[src/rtl/srff_bank_ctrl_pkg.sv]
// Shared op codes, FSM state encodings and a width helper for the srff bank controller.
// Latency: n/a (definitions only).
// Backpressure: n/a.
package srff_bank_ctrl_pkg;

  typedef enum logic [1:0] {
    OP_SET = 2'b00,
    OP_CLR = 2'b01,
    OP_TOG = 2'b10,
    OP_RD  = 2'b11
  } op_e;

  typedef enum logic [2:0] {
    ST_IDLE  = 3'd0,
    ST_SETUP = 3'd1,
    ST_PULSE = 3'd2,
    ST_HOLD  = 3'd3,
    ST_CHECK = 3'd4
  } state_e;

  // Bits needed to hold 0..v-1, never less than one.
  function automatic int cw(input int v);
    return (v <= 2) ? 1 : $clog2(v);
  endfunction

endpackage

[src/rtl/srff_bank_ctrl_if.sv]
// Requester/response bundle between control logic and the srff bank controller.
// Latency: n/a. Backpressure: per-requester valid/ready, response is an unthrottled pulse.
interface srff_bank_ctrl_if #(parameter int IDXW = 3) ();
  import srff_bank_ctrl_pkg::*;

  logic            req0_valid;
  op_e             req0_op;
  logic [IDXW-1:0] req0_idx;
  logic            req0_ready;
  logic            req1_valid;
  op_e             req1_op;
  logic [IDXW-1:0] req1_idx;
  logic            req1_ready;
  logic            rsp_valid;
  logic            rsp_id;
  logic            rsp_err;
  logic            rsp_q;

  modport master (
    output req0_valid, req0_op, req0_idx, req1_valid, req1_op, req1_idx,
    input  req0_ready, req1_ready, rsp_valid, rsp_id, rsp_err, rsp_q
  );

  modport slave (
    input  req0_valid, req0_op, req0_idx, req1_valid, req1_op, req1_idx,
    output req0_ready, req1_ready, rsp_valid, rsp_id, rsp_err, rsp_q
  );

endinterface

[src/rtl/srff_bank_ctrl_rr_arb2.sv]
// Two-way round-robin arbiter; pointer moves to the other requester after every grant.
// Latency: grant is combinational, pointer updates on the accepting edge.
// Backpressure: take=0 holds the pointer so a stalled grant keeps its priority.
module rr_arb2 (
  input  logic       clk,
  input  logic       rst,
  input  logic [1:0] req,
  input  logic       take,
  output logic [1:0] gnt
);

  logic ptr;

  always_comb begin
    gnt = req;
    if (req == 2'b11) gnt = ptr ? 2'b10 : 2'b01;
  end

  always_ff @(posedge clk) begin
    if (rst)       ptr <= 1'b0;
    else if (take) ptr <= gnt[0];
  end

endmodule

[src/rtl/srff_bank_ctrl.sv]
// Sequences S/R pulses and the bank clock for a bank of master-slave SR cells, verifying each write.
// Latency: write PULSE_CYC+4 cycles (+PULSE_CYC+3 per retry); read / bad index 1 cycle.
// Backpressure: one request in flight; ready only while idle, at most one requester per cycle.
module srff_bank_ctrl
  import srff_bank_ctrl_pkg::*;
#(
  parameter int N         = 8,
  parameter int IDXW      = 3,
  parameter int PULSE_CYC = 2,
  parameter int MAX_RETRY = 2
) (
  input  logic            clk,
  input  logic            rst,
  srff_bank_ctrl_if.slave bus,
  output logic            busy,
  output logic [N-1:0]    ff_s,
  output logic [N-1:0]    ff_r,
  output logic            ff_clk,
  input  logic [N-1:0]    ff_q
);

  localparam int QW = 1 << IDXW;
  localparam int RW = cw(MAX_RETRY + 1);
  localparam int PW = cw(PULSE_CYC);
  localparam logic [IDXW:0] NLIM = (IDXW + 1)'(N);

  state_e          state, state_nxt;
  logic            id_r, id_nxt;
  logic            set_r, set_nxt;
  logic [IDXW-1:0] idx_r, idx_nxt;
  logic [RW-1:0]   retry, retry_nxt;
  logic [PW-1:0]   pcnt, pcnt_nxt;
  logic            rsp_valid_nxt, rsp_id_nxt, rsp_err_nxt, rsp_q_nxt;
  logic            drive, clk_nxt;
  logic [N-1:0]    s_nxt, r_nxt;
  logic [QW-1:0]   q_ext, sel;
  logic [1:0]      gnt;
  logic            take, gid;
  op_e             gop;
  logic [IDXW-1:0] gidx;

  rr_arb2 u_arb (
    .clk  (clk),
    .rst  (rst),
    .req  ({bus.req1_valid, bus.req0_valid}),
    .take (take),
    .gnt  (gnt)
  );

  assign take           = (state == ST_IDLE) && !rst && (gnt != 2'b00);
  assign bus.req0_ready = take && gnt[0];
  assign bus.req1_ready = take && gnt[1];
  assign gid            = gnt[1];
  assign gop            = gid ? bus.req1_op  : bus.req0_op;
  assign gidx           = gid ? bus.req1_idx : bus.req0_idx;
  // Zero-extended so any index reads a defined bit; out-of-range cells read as 0.
  assign q_ext          = QW'(ff_q);

  always_comb begin
    state_nxt     = state;
    id_nxt        = id_r;
    set_nxt       = set_r;
    idx_nxt       = idx_r;
    retry_nxt     = retry;
    pcnt_nxt      = pcnt;
    rsp_valid_nxt = 1'b0;
    rsp_id_nxt    = 1'b0;
    rsp_err_nxt   = 1'b0;
    rsp_q_nxt     = 1'b0;
    case (state)
      ST_IDLE: begin
        if (take) begin
          id_nxt    = gid;
          idx_nxt   = gidx;
          retry_nxt = '0;
          if ({1'b0, gidx} >= NLIM) begin
            rsp_valid_nxt = 1'b1;
            rsp_id_nxt    = gid;
            rsp_err_nxt   = 1'b1;
          end else if (gop == OP_RD) begin
            rsp_valid_nxt = 1'b1;
            rsp_id_nxt    = gid;
            rsp_q_nxt     = q_ext[gidx];
          end else begin
            // Toggle becomes a plain set/clear from the value seen at accept.
            set_nxt   = (gop == OP_SET) || ((gop == OP_TOG) && !q_ext[gidx]);
            state_nxt = ST_SETUP;
          end
        end
      end
      ST_SETUP: begin
        state_nxt = ST_PULSE;
        pcnt_nxt  = '0;
      end
      ST_PULSE: begin
        if (int'(pcnt) == PULSE_CYC - 1) state_nxt = ST_HOLD;
        else                             pcnt_nxt  = pcnt + PW'(1);
      end
      ST_HOLD: state_nxt = ST_CHECK;
      ST_CHECK: begin
        if (q_ext[idx_r] == set_r) begin
          state_nxt     = ST_IDLE;
          rsp_valid_nxt = 1'b1;
          rsp_id_nxt    = id_r;
          rsp_q_nxt     = q_ext[idx_r];
        end else if (int'(retry) < MAX_RETRY) begin
          retry_nxt = retry + RW'(1);
          state_nxt = ST_SETUP;
        end else begin
          state_nxt     = ST_IDLE;
          rsp_valid_nxt = 1'b1;
          rsp_id_nxt    = id_r;
          rsp_err_nxt   = 1'b1;
          rsp_q_nxt     = q_ext[idx_r];
        end
      end
      default: state_nxt = ST_IDLE;
    endcase

    // Outputs are registered from the next state so they line up with the state they belong to.
    drive   = (state_nxt == ST_SETUP) || (state_nxt == ST_PULSE) || (state_nxt == ST_HOLD);
    clk_nxt = (state_nxt == ST_PULSE);
    sel     = QW'(1) << idx_nxt;
    s_nxt   = (drive && set_nxt)  ? sel[N-1:0] : '0;
    r_nxt   = (drive && !set_nxt) ? sel[N-1:0] : '0;
  end

  always_ff @(posedge clk) begin
    if (rst) begin
      state         <= ST_IDLE;
      id_r          <= 1'b0;
      set_r         <= 1'b0;
      idx_r         <= '0;
      retry         <= '0;
      pcnt          <= '0;
      busy          <= 1'b0;
      ff_s          <= '0;
      ff_r          <= '0;
      ff_clk        <= 1'b0;
      bus.rsp_valid <= 1'b0;
      bus.rsp_id    <= 1'b0;
      bus.rsp_err   <= 1'b0;
      bus.rsp_q     <= 1'b0;
    end else begin
      state         <= state_nxt;
      id_r          <= id_nxt;
      set_r         <= set_nxt;
      idx_r         <= idx_nxt;
      retry         <= retry_nxt;
      pcnt          <= pcnt_nxt;
      busy          <= (state_nxt != ST_IDLE);
      ff_s          <= s_nxt;
      ff_r          <= r_nxt;
      ff_clk        <= clk_nxt;
      bus.rsp_valid <= rsp_valid_nxt;
      bus.rsp_id    <= rsp_id_nxt;
      bus.rsp_err   <= rsp_err_nxt;
      bus.rsp_q     <= rsp_q_nxt;
    end
  end

endmodule

[src/flat_wrapper.sv]
// flat-port wrapper written by rule: the top's interface ports become plain ports
module srff_bank_ctrl_flat import srff_bank_ctrl_pkg::*;
#(
  parameter int N         = 8,
  parameter int IDXW      = 3,
  parameter int PULSE_CYC = 2,
  parameter int MAX_RETRY = 2
)
  (clk, rst, busy, ff_s, ff_r, ff_clk, ff_q, bus_req0_valid, bus_req0_op, bus_req0_idx, bus_req1_valid, bus_req1_op, bus_req1_idx, bus_req0_ready, bus_req1_ready, bus_rsp_valid, bus_rsp_id, bus_rsp_err, bus_rsp_q);
  srff_bank_ctrl_if #(.IDXW(IDXW)) bus_i ();
  input  logic clk;
  input  logic rst;
  output logic busy;
  output logic [N-1:0] ff_s;
  output logic [N-1:0] ff_r;
  output logic ff_clk;
  input  logic [N-1:0] ff_q;
  input wire logic [$bits(bus_i.req0_valid)-1:0] bus_req0_valid;
  input wire logic [$bits(bus_i.req0_op)-1:0] bus_req0_op;
  input wire logic [$bits(bus_i.req0_idx)-1:0] bus_req0_idx;
  input wire logic [$bits(bus_i.req1_valid)-1:0] bus_req1_valid;
  input wire logic [$bits(bus_i.req1_op)-1:0] bus_req1_op;
  input wire logic [$bits(bus_i.req1_idx)-1:0] bus_req1_idx;
  output wire logic [$bits(bus_i.req0_ready)-1:0] bus_req0_ready;
  output wire logic [$bits(bus_i.req1_ready)-1:0] bus_req1_ready;
  output wire logic [$bits(bus_i.rsp_valid)-1:0] bus_rsp_valid;
  output wire logic [$bits(bus_i.rsp_id)-1:0] bus_rsp_id;
  output wire logic [$bits(bus_i.rsp_err)-1:0] bus_rsp_err;
  output wire logic [$bits(bus_i.rsp_q)-1:0] bus_rsp_q;
  assign bus_i.req0_valid = bus_req0_valid;
  assign bus_i.req0_op = bus_req0_op;
  assign bus_i.req0_idx = bus_req0_idx;
  assign bus_i.req1_valid = bus_req1_valid;
  assign bus_i.req1_op = bus_req1_op;
  assign bus_i.req1_idx = bus_req1_idx;
  assign bus_req0_ready = bus_i.req0_ready;
  assign bus_req1_ready = bus_i.req1_ready;
  assign bus_rsp_valid = bus_i.rsp_valid;
  assign bus_rsp_id = bus_i.rsp_id;
  assign bus_rsp_err = bus_i.rsp_err;
  assign bus_rsp_q = bus_i.rsp_q;
  srff_bank_ctrl #(.N(N), .IDXW(IDXW), .PULSE_CYC(PULSE_CYC), .MAX_RETRY(MAX_RETRY)) u_core (.clk(clk), .rst(rst), .bus(bus_i), .busy(busy), .ff_s(ff_s), .ff_r(ff_r), .ff_clk(ff_clk), .ff_q(ff_q));
endmodule
[config.mk]
export PLATFORM = sky130hd
export DESIGN_NAME = srff_bank_ctrl_flat
export DESIGN_NICKNAME = d
export VERILOG_FILES = /design/src/rtl/srff_bank_ctrl_pkg.sv /design/src/rtl/srff_bank_ctrl_if.sv /design/src/rtl/srff_bank_ctrl_rr_arb2.sv /design/src/rtl/srff_bank_ctrl.sv /design/src/flat_wrapper.sv
export SDC_FILE = /design/constraint.sdc
export NUM_CORES = 1
export LEC_CHECK = 0
export ABC_AREA = 1
export CORE_MARGIN = 1
export CORE_UTILIZATION = 38
export DETAILED_ROUTE_END_ITERATION = 7
export PLACE_DENSITY = 0.66
export SKIP_LAST_GASP = 1
export SLEW_MARGIN = 10
export SYNTH_ARGS = -nofsm -noshare
export SYNTH_HDL_FRONTEND = slang
export SYNTH_SLANG_ARGS = --single-unit
[constraint.sdc]
create_clock -name clk -period 4.95 [get_ports clk]
set_clock_uncertainty 0.15 [all_clocks]
set_input_delay 1.2375 -clock clk [delete_from_list [all_inputs] [get_ports clk]]
set_output_delay 1.2375 -clock clk [all_outputs]
set_load 0.02 [all_outputs]
; ---- Yosys cells after proc, flatten, opt, wreduce, memory -nomap -nowiden
; Index checks and enable logic that the tools add are counted.
[totals]
reg_bits = 34
latch_bits = 0
ramBits = 0
rom_bits = 0
input_bits = 22
output_inout_bits = 24
memories = 0
[op_classes]
n_addsub = 2
n_mul = 0
n_div = 0
magnitude_cmp = 3
n_eq_ne = 14
shifts = 1
mux = 40
bitwise_logic = 3
reduce_logical = 24
[ops]
columns = op, n
row1 = $mux 3, 7
row2 = $mux 1, 19
row3 = $pmux 3 s5, 1
row4 = $eq 3x2->1 const B, 4
row5 = $mux 2, 6
row6 = $lt 3x4->1 const B, 2
row7 = $pmux 1 s2, 4
row8 = $shl 1x3->8 const A, 1
row9 = $logic_and 1x1->1, 7
row10 = $bmux 1 s3, 2
row11 = $eq 2x2->1 const B, 3
row12 = $eq 3x1->1 const B, 2
row13 = $reduce_bool 2->1, 3
row14 = $ne 2x1->1 const B, 2
row15 = $pmux 2 s2, 1
row16 = $reduce_and 4->1, 1
row17 = $reduce_or 2->1, 2
row18 = $eq 3x3->1 const B, 1
row19 = $logic_not 1->1, 3
row20 = $logic_not 3->1, 1
row21 = $logic_or 1x1->1, 3
row22 = $not 1->1, 3
row23 = $reduce_bool 3->1, 1
row24 = $reduce_or 3->1, 1
row25 = 7 further kinds, 7

; ---- Longest topological paths before layout
; Gate-level depths: netlist of run 1.
[logic_depth]
ltp_word = 15
depth_mapped = 14

; ---- Hierarchy
; A second synthesis of run 1 with hierarchy kept.
[hier_totals]
hier_cells = 218
hier_area_um2 = 1545.2
[by_module_without_submodules]
columns = module, n_inst, cells_each, area_per_inst_um2, seq_area_each_um2
row1 = srff_bank_ctrl, 1, 207, 1483.9, 660.6
row2 = rr_arb2, 1, 11, 61.3, 20.0

; ---- Worst setup path after synthesis of run 1
; No wires, ideal clock.
[synth_timing]
path_kind = input to output
startpoint = input bus_req1_valid
endpoint = output bus_req1_ready
t_arrival_ns = 2.200
slack_ns = 1.362
path_stages = 6
path_buffers = 2
cell_sequence = buf_4 -> nor2_1 -> nor3_4 -> inv_2 -> buf_6 -> nor2_1
[synth_via]
elab_chain_cells = 5
[synth_rtl]
columns = element, line
row1 = start: declaration, flat_wrapper.sv:21  ; input wire logic [$bits(bus_i.req1_valid)-1:0] bus_req1_valid;
row2 = $eq 2x2->1, srff_bank_ctrl_rr_arb2.sv:16  ; if (req == 2'b11) gnt = ptr ? 2'b10 : 2'b01;
row3 = $mux 2 (*), srff_bank_ctrl_rr_arb2.sv:16
row4 = $reduce_bool 2->1, srff_bank_ctrl.sv:50  ; assign take = (state == ST_IDLE) && !rst && (gnt != 2'b00);
row5 = $logic_and 1x1->1, srff_bank_ctrl.sv:50
row6 = $logic_and 1x1->1 (*), srff_bank_ctrl.sv:52  ; assign bus.req1_ready = take && gnt[1];
row7 = end: declaration, flat_wrapper.sv:25  ; output wire logic [$bits(bus_i.req1_ready)-1:0] bus_req1_ready;
; Mark *: on every way between the ends. The rest lies on a longest branch, timed or not.

; ---- Final worst setup path of run 1
; Ends and elaborated chain as after synthesis.

==> metrics.yaml, run 1 <==
drc: 0
p_sw_uw: 181
grtUsageMet1_pct: 21.2
fin_crit_sh_pct: 92.7
gp_congestion: 0.829
cts_buffers: 5
intPower_uw: 538
mostFrequentLayoutCells: "nand2_1, clkdlybuf4s50_1, dfxtp_1"
place_inst: 305
grt_use_met2_pct: 30.4
synth_nets: 236
clk_pin_slew_ps: 70
power_density_nw_per_um2: 333
grt-busiest-layer: "met2"
grt_first_pass_wirelength_um: 5790
hold_ws_ps: 329
timing.rr.end: "u_core.ff_r[4]"
row_count: 22
critical_path_class: "in -> out"
clock-sinks: 34
drv_cap: 0
io-pin-count: 46
period_needed_ps: 4590
max_freq_mhz: 218
p_seq_share_pct: 40.4
die_w_um: 65.3
antenna_found_initial: 0
wl_per_cell_um: 10.6
postCtsHoldBufs: 0
setup_slack_ps: 360
grt_pass1_vias: 1396
drt_wl_total_um: 3330
grt_usage_pct: 17.7
hold_violations: 0
p_clk_share_pct: 42.2
critPathLaunch: "bus_req1_valid"
clock-root-buffer: "clkbuf_8"
drt_iter0_markers: 74
nNetsFinal: 286
fin_setup_tns_ps: 0
die_h_um: 65.3
clk_latency_ps: 280
critPathCapture: "bus_req1_ready"
start_util_pct: 40.7
synth_cell_types: 28
gr-total-overflow: 0
final-instance-count-excl-fill: 313
antenna_left: 0
io_buffers: 45
synth-seq-cells: 34
critPathCaptureType: "output port"
peakVddDrop_v: 0.000347
slew_headroom_pct: 81.7
r2r_start: "u_core.u_arb.ptr"
coreArea_um2: 3740
cts_tree: "done"
cts_resized: 0
synth_area_per_cell_um2: 7.12
worstPathRequired_ps: 3560
outcome: "completed"
hp-class: "reg -> reg"
setup_viol: 0
post-cts-setup-buffer-count: 0
r2r_slack_ps: 2990
dpl.hpwl_um: 2580
cts.htree.levels: 2
rsz0062_at_grt: "false"
tightest_slew_ps: 273
synth_area_um2: 1520
synthToLayoutAreaGrowth_pct: 41.5
clock_path_buffers: 2
switching_share_pct: 25.1
viasPerCell: 4.70
crit_fanout: 14
vias: 1470
diodes: 0
power.share.combinational_pct: 17.4
crit_path_start_kind: "primary input"
reg2regPathDepth: 12
gr-usage-met3_pct: 4.51
final_common_cell: "nand2_1"
slew_viol_final: 0
drt_first_pass_iters: 4
leakage_uw: 0.000934
grt_max_degree: 15
drive_gt1_share_pct: 11.7
syn_inst: 214
yosys_warnings: 0
cp.arrival_ps: 3200
dpl_worst_slack_ps: 350
ys_seq_area_share_pct: 44.7
dieArea_um2: 4270
synthesized netlist by cell type (all sizes together):
cell	number	share of area, %
o21ai	7	3.5
dfxtp	34	45
o211a	1	0.66
and3	1	0.41
nand3b	1	0.49
nand3	31	11
nor3	1	1.1
nand2	53	14
nor3b	1	0.49
or2	1	0.57
clkbuf	1	0.25
buf	2	1.2
and2	1	0.41
a21boi	2	0.99
inv	32	7.9
nand4	1	0.41
nor2	35	9.6
a21oi	9	3.0
cell type report:
cell class                 count  area, um2
timing repair buffer          46        458
clock inverter                 3       68.8
multi-input combinational    145        701
inverter                      32        120
sequential                    34        681
tap                           48       60.1
fill                         378       1590
clock buffer                   5       68.8
worst max-delay path, stage by stage:
cell             delay [ps]
clkdlybuf4s50_1         620
nor2_1                  120
nor3_4                  230
inv_2                   160
nor2_1                  180
clkdlybuf4s50_1         640
state kept, by name, indices dropped and copies added, names as in the netlist, 2 cells and up:
register	count
u_core.idx_r	3
u_core.ff_s	8
u_core.ff_r	8
u_core.state	3
u_core.retry	2
through the flow:
step	instance area, um2	power, uW	utilization (%)
detailed placement	2020	422	53.9
global placement	2020	421	53.9
global route	2160	754	57.6
finish	2160	719	57.6
floorplan	1520	379	-
CTS	2160	727	57.6
power by group through the flow:
stage	registers, uW	clock network (uW)	logic [uW]
after global placement	297	0	125
after global routing	291	323	140
after CTS	290	311	126
final	290	303	125
after floorplan	301	0	77.3
after detailed placement	297	0	125
how the worst min path moves through the flow:
stage	from	endpoint	slack [ps]	depth (start not counted)
2_1_floorplan	u_core.id_r	u_core.id_r	290	2
3_3_place_gp	u_core.id_r	u_core.id_r	310	2
3_5_place_dp	u_core.id_r	u_core.id_r	320	2
4_1_cts	u_core.id_r	u_core.id_r	330	2
5_1_grt	u_core.id_r	u_core.id_r	340	2
6_report	u_core.id_r	u_core.id_r	330	2
per-layer routing:
layer	routed length (um)	part of all wire [%]	vias up
li1	-	-	768
met2	1620	49	24
met4	30	0.90	0
met1	1560	47	674
met3	116	3.5	4
met5	0	0	-
cell families (layout without fill, tap and decap cells):
logic type	count (synthesis)	in the layout	share of synthesized area, %
flip-flops	34	34	44.7
AND/OR/NAND/NOR	126	126	37.9
AO/OA/AOI/OAI	19	19	8.13
buffers and inverters	35	86	9.36
No activity file was read; power rests on OpenSTA's default activity.
==> run 2: changes to the inputs <==
--- a/config.mk
+++ b/config.mk
@@ -6,9 +6,11 @@
 export NUM_CORES = 1
 export LEC_CHECK = 0
 export ABC_AREA = 1
+export CAP_MARGIN = 5
 export CORE_MARGIN = 1
 export CORE_UTILIZATION = 38
 export DETAILED_ROUTE_END_ITERATION = 7
+export GPL_TIMING_DRIVEN = 0
 export PLACE_DENSITY = 0.66
 export SKIP_LAST_GASP = 1
 export SLEW_MARGIN = 10
==> metrics.yaml, run 2 (synthesis gave the netlist of run 1 again) <==
outcome: "completed"
drt_first_pass_iters: 4
clk_latency_ps: 280
critPathCaptureType: "output port"
drc: 0
dpl.hpwl_um: 2590
crit_fanout: 10
antenna_found_initial: 0
grt_first_pass_wirelength_um: 5850
power.share.combinational_pct: 19.0
leakage_uw: 0.000920
postCtsHoldBufs: 0
post-cts-setup-buffer-count: 0
period_needed_ps: 4680
place_inst: 306
die_h_um: 65.3
setup_viol: 0
crit_path_start_kind: "primary input"
cts.htree.levels: 2
clock_path_buffers: 2
top_regs: "u_core.ff_r: 8 flops, u_core.ff_s: 8 flops"
grt_pass1_vias: 1416
switching_share_pct: 27.2
grt_max_degree: 13
cts_resized: 0
wl_per_cell_um: 10.7
path_buf_inv: 5
cts_tree: "done"
p_clk_share_pct: 37.6
p_seq_share_pct: 43.3
peakVddDrop_v: 0.000273
power_density_nw_per_um2: 313
grt_usage_pct: 18.1
intPower_uw: 487
dieArea_um2: 4270
utilization_pct: 57.1
gp_congestion: 0.811
nNetsFinal: 287
drt_wl_total_um: 3360
cp.arrival_ps: 3290
slowest_delay_ps: 660
hold_violations: 0
slew_headroom_pct: 68.7
final-instance-count-excl-fill: 314
critPathTopFamily: "buffers and inverters"
vias: 1447
fin_setup_tns_ps: 0
clock-root-buffer: "clkbuf_8"
clock-sinks: 34
coreArea_um2: 3740
p_sw_uw: 182
mostFrequentLayoutCells: "nand2_1, clkdlybuf4s50_1, dfxtp_1"
drive_gt1_share_pct: 12.0
fin_crit_sh_pct: 94.6
final_common_cell: "nand2_1"
synthToLayoutAreaGrowth_pct: 40.3
gr-total-overflow: 0
io_buffers: 44
diodes: 0
critical_path_class: "in -> out"
hold_ws_ps: 320
slew_viol_final: 0
worstPathRequired_ps: 3560
final_area_um2: 2140
max_freq_mhz: 214
clk_pin_slew_ps: 70
antenna_left: 0
io-pin-count: 46
cts_buffers: 5
viasPerCell: 4.61
rsz0062_at_grt: "false"
drv_cap: 0
start_util_pct: 40.7
cp_slowest_cell: "clkdlybuf4s50_1"
drt_iter0_markers: 41
dpl_cell_area_um2: 2020
die_w_um: 65.3
hp-class: "reg -> reg"
crit_chain: "clkdlybuf4s50_1 > inv_2 > nand2_2 > nor3_4 > inv_2 > buf_6 > nor2_1 > clkdlybuf4s50_1"
tightest_slew_ps: 470
row_count: 22
[run 2: layout make-up]
type	count	area, um2
buffer	3	22.5
clock buffer	5	68.8
clock inverter	3	45.0
fill	376	1610
inverter	32	120
multi-input combinational	145	701
sequential	34	681
tap	48	60.1
timing repair buffer	44	440
[run 2: power by group through the flow]
stage | registers, uW | clock network, uW | logic (uW)
final | 290 | 252 | 127
after floorplan | 301 | 0 | 77.3
after detailed placement | 296 | 0 | 127
after global routing | 291 | 272 | 143
after global placement | 296 | 0 | 127
after CTS | 290 | 258 | 128
[run 2: worst paths after layout]
| path | cells past startpoint | to | startpoint | slack [ps] |
|---|---|---|---|---|
| setup reg to reg | 13 | u_core.ff_s[6] | u_core.u_arb.ptr | 3050 |
| setup / recovery | 8 | bus_req1_ready | rst | 270 |
| hold reg to reg | 2 | u_core.id_r | u_core.id_r | 320 |
| hold / removal | 2 | u_core.id_r | u_core.id_r | 320 |
[run 2: metal layers]
metal / vias up / global-route usage, % / routed length, um / share of wire, %
met2: 19 / 31.4 / 1630 / 49
met1: 649 / 21.5 / 1580 / 47
li1: 773 / - / - / -
met4: 0 / 6.52 / 46 / 1.4
met3: 6 / 4.17 / 108 / 3.2
met5: - / 0 / 0 / 0
[run 2: worst register-to-register path: cells and delay by family (launching register included)]
family / cells / cell delay [ps]
AND/OR/NAND/NOR: 12 / 1250
buffers and inverters: 1 / 50
flip-flops: 1 / 340
[run 2: through the flow]
stage	total power (uW)	setup slack [ps]
after floorplan	379	1360
after global placement	423	246
after detailed placement	423	266
after CTS	675	255
after global routing	706	166
final	669	269
==> run 3: changes to the inputs <==
--- a/config.mk
+++ b/config.mk
@@ -8,10 +8,10 @@
 export ABC_AREA = 1
 export CAP_MARGIN = 5
 export CORE_MARGIN = 1
-export CORE_UTILIZATION = 38
+export CORE_UTILIZATION = 27
 export DETAILED_ROUTE_END_ITERATION = 7
 export GPL_TIMING_DRIVEN = 0
-export PLACE_DENSITY = 0.66
+export PLACE_DENSITY = 0.5
 export SKIP_LAST_GASP = 1
 export SLEW_MARGIN = 10
 export SYNTH_ARGS = -nofsm -noshare
==> metrics.yaml, run 3 (synthesis gave the netlist of run 1 again) <==
final_common_cell: "nand2_1"
p_seq_share_pct: 46.4
wl_per_cell_um: 10.5
coreArea_um2: 5270
die_h_um: 77.1
die_w_um: 77.1
cp.arrival_ps: 3300
crit_fanout: 10
viasPerCell: 4.32
max_freq_mhz: 213
drt_iter0_markers: 53
n_fill_cell: 584
io-pin-count: 46
multi_input_area_um2: 701
drive_gt1_share_pct: 11.7
gp_congestion: 0.774
gr-total-overflow: 0
setup_slack_ps: 265
antenna_found_initial: 0
clock-sinks: 34
grt_usage_pct: 13.2
period_needed_ps: 4690
top_regs: "u_core.ff_r: 8 flops, u_core.ff_s: 8 flops"
drt_first_pass_iters: 4
antenna_left: 0
clk_latency_ps: 280
p_clk_share_pct: 33.1
power.share.combinational_pct: 20.5
cts_tree: "done"
postCtsHoldBufs: 0
slew_viol_final: 0
fin_setup_tns_ps: 0
cts_buffers: 5
peakVddDrop_v: 0.000202
regArea_um2: 681
vias: 1450
worstPathRequired_ps: 3560
mostFrequentLayoutCells: "nand2_1, clkdlybuf4s50_1, dfxtp_1"
cts_resized: 0
p_sw_uw: 175
grt_max_degree: 11
hold_violations: 0
rsz0062_at_grt: "false"
start_util_pct: 28.9
clock-root-buffer: "clkbuf_8"
clk_pin_slew_ps: 70
nNetsFinal: 287
diodes: 0
post-cts-setup-buffer-count: 0
clock_path_buffers: 2
io_buffers: 44
critPathCaptureType: "output port"
synthToLayoutAreaGrowth_pct: 40.6
drv_cap: 0
drc: 0
switching_share_pct: 28.1
outcome: "completed"
grt_pass1_vias: 1395
tightest_slew_ps: 452
grt_first_pass_wirelength_um: 6200
cts.htree.levels: 2
crit_path_start_kind: "primary input"
critical_path_class: "in -> out"
setup_viol: 0
dieArea_um2: 5950
dpl_worst_slack_ps: 235
row_count: 26
hp-class: "reg -> reg"
power_density_nw_per_um2: 292
hold_ws_ps: 317
intPower_uw: 450
drt_wl_total_um: 3530
dpl.hpwl_um: 2800
slew_headroom_pct: 69.9
fin_crit_sh_pct: 94.7
leakage_uw: 0.000917
==> run 3: cell types whose count changed in the layout (fill, tap and decap cells not counted) <==
cell / change
clkinvlp_4: -2
bufinv_16: -1
clkbuf_1: +1
clkbuf_8: +1
clkinv_2: +1
==> run 3: cell type report <==
class,instances,area share (%)
inverters,32,5.60
multi-input cells,145,32.7
well taps,70,4.09
flip-flops and latches,34,31.8
clock inverters,1,0.234
plain buffers,3,1.05
repair buffers,44,20.5
clock buffers,7,4.03
==> run 3: power by group through the flow <==
stage | Clock [uW] | Sequential (uW) | Combinational (uW)
final | 207 | 290 | 128
after floorplan | 0 | 301 | 77.3
after detailed placement | 0 | 296 | 129
after global routing | 226 | 291 | 143
after CTS | 214 | 290 | 129
after global placement | 0 | 297 | 129
==> run 3: metrics by stage <==
step	instances	utilization, %	area (um2)	total power, uW
after floorplan	214	-	1520	379
after global placement	328	38.9	2050	425
after detailed placement	328	38.9	2050	425
after CTS	336	40.7	2140	634
after global routing	336	40.7	2140	661
final	336	40.7	2140	625
==> run 3: path summary, 6_finish.rpt <==
| kind | start | to | slack [ps] | depth (start not counted) |
|---|---|---|---|---|
| max | rst | bus_req1_ready | 260 | 8 |
| min | u_core.id_r | u_core.id_r | 320 | 2 |
| max reg2reg | u_core.u_arb.ptr | u_core.ff_s[5] | 3010 | 13 |
| min reg2reg | u_core.id_r | u_core.id_r | 320 | 2 |
==> run 3: worst max-delay path: stages <==
cell and delay (ps):
clkdlybuf4s50_1 510, inv_2 140, nand2_2 80, nor3_4 220
inv_2 100, buf_6 150, nor2_1 190, clkdlybuf4s50_1 650
==> run 3: routing by layer <==
metal	GRT usage [%]	share of wire, %	up-vias
li1	-	-	769
met1	15.7	48	648
met2	21.9	47	28
met3	4.52	4.2	5
met4	5.09	1.2	0
met5	0	0	-
==> RTL edit 1: new RTL, flow settings as in run 1 <==
`IDXW` is set to 3 in 3 places; all go to 4.
--- a/src/rtl/srff_bank_ctrl_if.sv
+++ b/src/rtl/srff_bank_ctrl_if.sv
@@ -1,5 +1,5 @@
 // Requester/response bundle between control logic and the srff bank controller.
 // Latency: n/a. Backpressure: per-requester valid/ready, response is an unthrottled pulse.
-interface srff_bank_ctrl_if #(parameter int IDXW = 3) ();
+interface srff_bank_ctrl_if #(parameter int IDXW = 4) ();
   import srff_bank_ctrl_pkg::*;
 
--- a/src/rtl/srff_bank_ctrl.sv
+++ b/src/rtl/srff_bank_ctrl.sv
@@ -6,5 +6,5 @@
 #(
   parameter int N         = 8,
-  parameter int IDXW      = 3,
+  parameter int IDXW      = 4,
   parameter int PULSE_CYC = 2,
   parameter int MAX_RETRY = 2
--- a/src/flat_wrapper.sv
+++ b/src/flat_wrapper.sv
@@ -3,5 +3,5 @@
 #(
   parameter int N         = 8,
-  parameter int IDXW      = 3,
+  parameter int IDXW      = 4,
   parameter int PULSE_CYC = 2,
   parameter int MAX_RETRY = 2
Interface: changed (resized bus_req0_idx and bus_req1_idx); port bits go from 46 to 48. No check against the original RTL was run, so the function may have changed too.
==> RTL edit 1 against run 1 <==
  * Global-route usage fell by 1.4 points
  * Final area rose by 7.8%
  * Worst setup slack improved by 0.14 ns
  * Synthesized area rose by 13%
  * Sequential share of layout area fell by 1.4 points
  * Power fell by 6.3%
  * Sequential cell count rose by 1
  * Wire length rose by 7.8%
  * Critical endpoint unchanged
==> RTL edit 1: results (changes against run 1) <==
netlist_top_cells_area: "sky130_fd_sc_hd__dfxtp_1, sky130_fd_sc_hd__nand2_1, sky130_fd_sc_hd__inv_1"  # was sky130_fd_sc_hd__dfxtp_1, sky130_fd_sc_hd__nand2_1, sky130_fd_sc_hd__nand3_1
max-clock-path-buffers: 2  # unchanged
synth_seq_area_share_pct: 40.7  # was 44.7%
critical_path.max_fanout: 16  # was 14
synth_warnings: 0  # unchanged
post-dp-hpwl_um: 2840  # was 2580 µm
p_leak_nw: 1.03  # was 0.934 nW
post_drt_via_cell_ratio: 4.69  # was 4.70
first_global_vias: 1492  # was 1396
critical_path.max_stage_delay_ns: 0.63
layout-drive-gt1-share_pct: 14.0  # was 11.7%
groute.usage.overall_pct: 16.3  # was 17.7%
status: "finished, final reports clean"  # unchanged
port_buffers: 47  # was 45
resized_after_cts: 0  # unchanged
grt_start_max_net_pins: 17  # was 15
relSlewSlack_pct: 79.1  # was 81.7%
critical_path.slowest_cell: "sky130_fd_sc_hd__clkdlybuf4s50_1"  # unchanged
ir_drop_worst_vdd_uv: 166  # was 347 µV
grt_pass1_wl_um: 6290  # was 5790 µm
detail_route.wl_per_cell_um: 10.6  # about the same
biggest_registers_after_layout: "u_core.ff_r x8, u_core.ff_s x8, u_core.idx_r x4"  # was u_core.ff_r x8, u_core.ff_s x8
arrival_ns: 3.06  # was 3.20 ns
drt-initial-drc-count: 91  # was 74
n_fill_cell: 447  # was 378
synthTopCellsByCount: "sky130_fd_sc_hd__nand2_1, sky130_fd_sc_hd__dfxtp_1, sky130_fd_sc_hd__inv_1, sky130_fd_sc_hd__nor2_1, sky130_fd_sc_hd__nand3_1"  # was sky130_fd_sc_hd__nand2_1, sky130_fd_sc_hd__dfxtp_1, sky130_fd_sc_hd__nor2_1, sky130_fd_sc_hd__nand3_1, sky130_fd_sc_hd__inv_1
postSynthNetCount: 258  # was 236
yosys_most_used_dff: "sky130_fd_sc_hd__dfxtp_1"  # unchanged
gpl.final_weighted_congestion: 0.828  # was 0.829
synth-async-reset-ratio_pct: 0  # unchanged
yosys.cell_types.count: 29  # was 28
cts-buffers-inserted: 5  # unchanged
final_net_count: 309  # was 286
setup_tns_ns: 0  # unchanged
==> RTL edit 1: cell count changes in the layout (fill, tap and decap cells not counted), moves of 3 or more <==
cell                      change
sky130_fd_sc_hd__nand3_1     -11
sky130_fd_sc_hd__inv_1       +10
sky130_fd_sc_hd__a21oi_1      +3
sky130_fd_sc_hd__inv_2        -3
sky130_fd_sc_hd__nand3_4      +3
sky130_fd_sc_hd__nand4_1      +3
sky130_fd_sc_hd__nor2_1       +3
sky130_fd_sc_hd__nor2_2       -3
==> RTL edit 1: kinds of logic after synthesis <==
logic type | after synthesis | share of synthesized area, %
buffers and inverters | 45 | 11.7
and+or+nand+nor | 128 | 37.7
DFF | 35 | 40.7
AOI/OAI and AO/OA | 26 | 9.82
==> RTL edit 1: power breakdown <==
part	internal, mW	switching, mW	leakage (nW)
clock network	0.127	0.0966	0.0515
registers	0.293	0.00660	0.284
logic	0.0616	0.0895	0.692
==> RTL edit 1: layout make-up <==
cell class	count	area share, %
Inverter	41	7.05
Multi-Input combinational cell	154	35.2
Timing Repair Buffer	48	20.5
Sequential cell	35	30.1
Tap cell	52	2.80
Clock buffer	8	4.30
==> RTL edit 1: stage by stage <==
step           area (µm²)  utilization, %  setup slack [ns]  std cells
2_1_floorplan        1720               -              1.37        234
3_3_place_gp         2230            51.1             0.530        330
3_5_place_dp         2230            51.1             0.511        330
4_1_cts              2330            53.4             0.494        338
5_1_grt              2330            53.4             0.404        338
6_report             2330            53.4             0.499        338
==> RTL edit 1: layer usage <==
layer  wire [µm]  part of all wire (%)  up-vias  global-route usage, %
li1            -                     -      834                      -
met1        1600                    45      695                   19.4
met2        1730                    48       48                   28.3
met3         198                   5.5        8                   4.07
met4          55                   1.5        0                   6.12
met5           0                     0        -                      0
==> RTL edit 1: path summary, 6_finish.rpt <==
path                    startpoint          endpoint  slack (ns)  cells after the start
setup / recovery               rst    bus_req1_ready        0.50                      7
hold / removal    u_core.u_arb.ptr  u_core.u_arb.ptr        0.34                      2
setup reg to reg  u_core.u_arb.ptr    u_core.ff_s[3]        3.00                     13
hold reg to reg   u_core.u_arb.ptr  u_core.u_arb.ptr        0.34                      2
==> RTL edit 1: critical path, delay by kind of cell <==
family / cells / cell delay (ns)
AOI/OAI and AO/OA: 1 / 0.18
and+or+nand+nor: 2 / 0.27
buffers and inverters: 4 / 1.38
==> RTL edit 2: new RTL, config.mk and constraints of run 1 <==
Without the edit above. `ff_r` no longer has a reset.
--- a/src/rtl/srff_bank_ctrl.sv
+++ b/src/rtl/srff_bank_ctrl.sv
@@ -136,5 +136,4 @@
       busy          <= 1'b0;
       ff_s          <= '0;
-      ff_r          <= '0;
       ff_clk        <= 1'b0;
       bus.rsp_valid <= 1'b0;
@@ -151,5 +150,4 @@
       busy          <= (state_nxt != ST_IDLE);
       ff_s          <= s_nxt;
-      ff_r          <= r_nxt;
       ff_clk        <= clk_nxt;
       bus.rsp_valid <= rsp_valid_nxt;
@@ -160,4 +158,8 @@
   end
 
+  always_ff @(posedge clk) begin
+    ff_r <= r_nxt;
+  end
+
 endmodule
 
Function: differs if rst is asserted again (counterexample within 4 cycles, from zero or initial values and one cycle with rst high); with rst held inactive, the same outputs for 10 cycles.
==> RTL edit 2 against run 1 <==
  * Power up 2.1%
  * Highest routed layer unchanged
  * Final area is 0.29% lower
  * Wire length decreased by 0.42%
  * Worst setup slack improved by 0.15 ns
  * Critical path depth up 1
  * Sequential cell count did not move
  * Register-to-register slack hardly changed
  * Synthesized area shrank 0.82%
==> RTL edit 2: results (changes against run 1) <==
status: "finished, final reports clean"  # unchanged
hold-worst-slack_ns: 0.322  # was 0.329 ns
layout_worst_path_cycle_share_pct: 89.7  # was 92.7%
p_leak_nw: 0.907  # was 0.934 nW
synth_seq_area_share_pct: 45.0  # was 44.7%
routed-via-count: 1444  # was 1470
synth-async-reset-ratio_pct: 0  # unchanged
clkCellAreaFrac_pct: 6.40  # was 6.38%
multi_input_area_um2: 704  # was 701 µm²
groute.usage.overall_pct: 17.9  # was 17.7%
placed_cell_area_um2: 2010  # was 2020 µm²
netlist_top_cells_area: "sky130_fd_sc_hd__dfxtp_1, sky130_fd_sc_hd__nor2_1, sky130_fd_sc_hd__nand2_1"  # was sky130_fd_sc_hd__dfxtp_1, sky130_fd_sc_hd__nand2_1, sky130_fd_sc_hd__nand3_1
detail_route.wl_per_cell_um: 10.7  # was 10.6 µm
multiInputCombCellCount: 147  # was 145
grt_start_max_net_pins: 16  # was 15
place_inst: 302  # was 305
seqAreaFraction_pct: 31.6  # about the same
ff_to_ff_path_depth: 9  # was 12
n_all_inverters: 25  # was 32
n_fill_cell: 385  # was 378
cp-startpoint: "rst"  # was bus_req1_valid
syn-mean-instance-area_um2: 7.20  # was 7.12 µm²
postSynthNetCount: 232  # was 236
multi_input_logic_portion_of_the_cell_area_pct: 32.8  # was 32.5%
ir_drop_worst_vdd_uv: 247  # was 347 µV
timing.reg2reg.setup_slack_ns: 2.98  # was 2.99 ns
detailedPlace.worstSlack_ns: 0.509  # was 0.350 ns
layout.cells.non_filler: 310  # was 313
critical_path.max_fanout: 5  # was 14
sequential_cell_total: 34  # unchanged
worst_reg2reg_path_startpoint: "u_core.state[0]"  # was u_core.u_arb.ptr
gpl.final_weighted_congestion: 0.812  # was 0.829
drt-initial-drc-count: 86  # was 74
arrival_ns: 3.05  # was 3.20 ns
rr_endpoint: "u_core.ff_r[2]"  # was u_core.ff_r[4]
post-dp-hpwl_um: 2590  # was 2580 µm
syn_inst: 210  # was 214
drt_first_pass_iters: 5  # was 4
final.signal_buffer_count: 48  # was 46
layout-drive-gt1-share_pct: 10.3  # was 11.7%
==> RTL edit 2: cell types whose count changed after synthesis, sizes merged, moves of 2 or more <==
cell / run 1 / this run
nor2: 35 / 46
inv: 32 / 24
nand2: 53 / 46
o21ai: 7 / 12
nand3: 31 / 27
a21boi: 2 / 0
a21oi: 9 / 7
==> RTL edit 2: power groups by stage <==
stage | combinational [mW] | sequential (mW) | clock (mW)
6_report | 0.136 | 0.293 | 0.305
5_1_grt | 0.152 | 0.294 | 0.325
4_1_cts | 0.137 | 0.293 | 0.314
3_5_place_dp | 0.136 | 0.299 | 0
3_3_place_gp | 0.136 | 0.299 | 0
2_1_floorplan | 0.0807 | 0.306 | 0
==> RTL edit 2: logic make-up after synthesis <==
logic type      count (synthesis)  share of synthesized area (%)
buf+inv                        29                           8.36
simple gates                  124                           37.0
compound gates                 23                           9.60
flops                          34                           45.0
==> RTL edit 2: routing by layer <==
layer  wire length (µm)  GRT usage [%]  vias to the layer above
met3                161           7.39                        4
met5                  0              0                        -
met2               1590           30.6                       38
met1               1510           19.6                      633
li1                   -              -                      769
met4                 52           6.79                        0
==> RTL edit 2: how the worst min path moves through the flow <==
stage	startpoint	to
after floorplan	u_core.pcnt	u_core.pcnt
after global placement	u_core.id_r	u_core.id_r
after detailed placement	u_core.pcnt	u_core.pcnt
after CTS	u_core.pcnt	u_core.pcnt
after global routing	u_core.id_r	u_core.id_r
final	u_core.id_r	u_core.id_r
==> RTL edit 2: critical path, delay by kind of cell <==
kind / cells / cell delay (ns)
buf+inv: 4 / 1.28
compound gates: 1 / 0.27
simple gates: 2 / 0.26
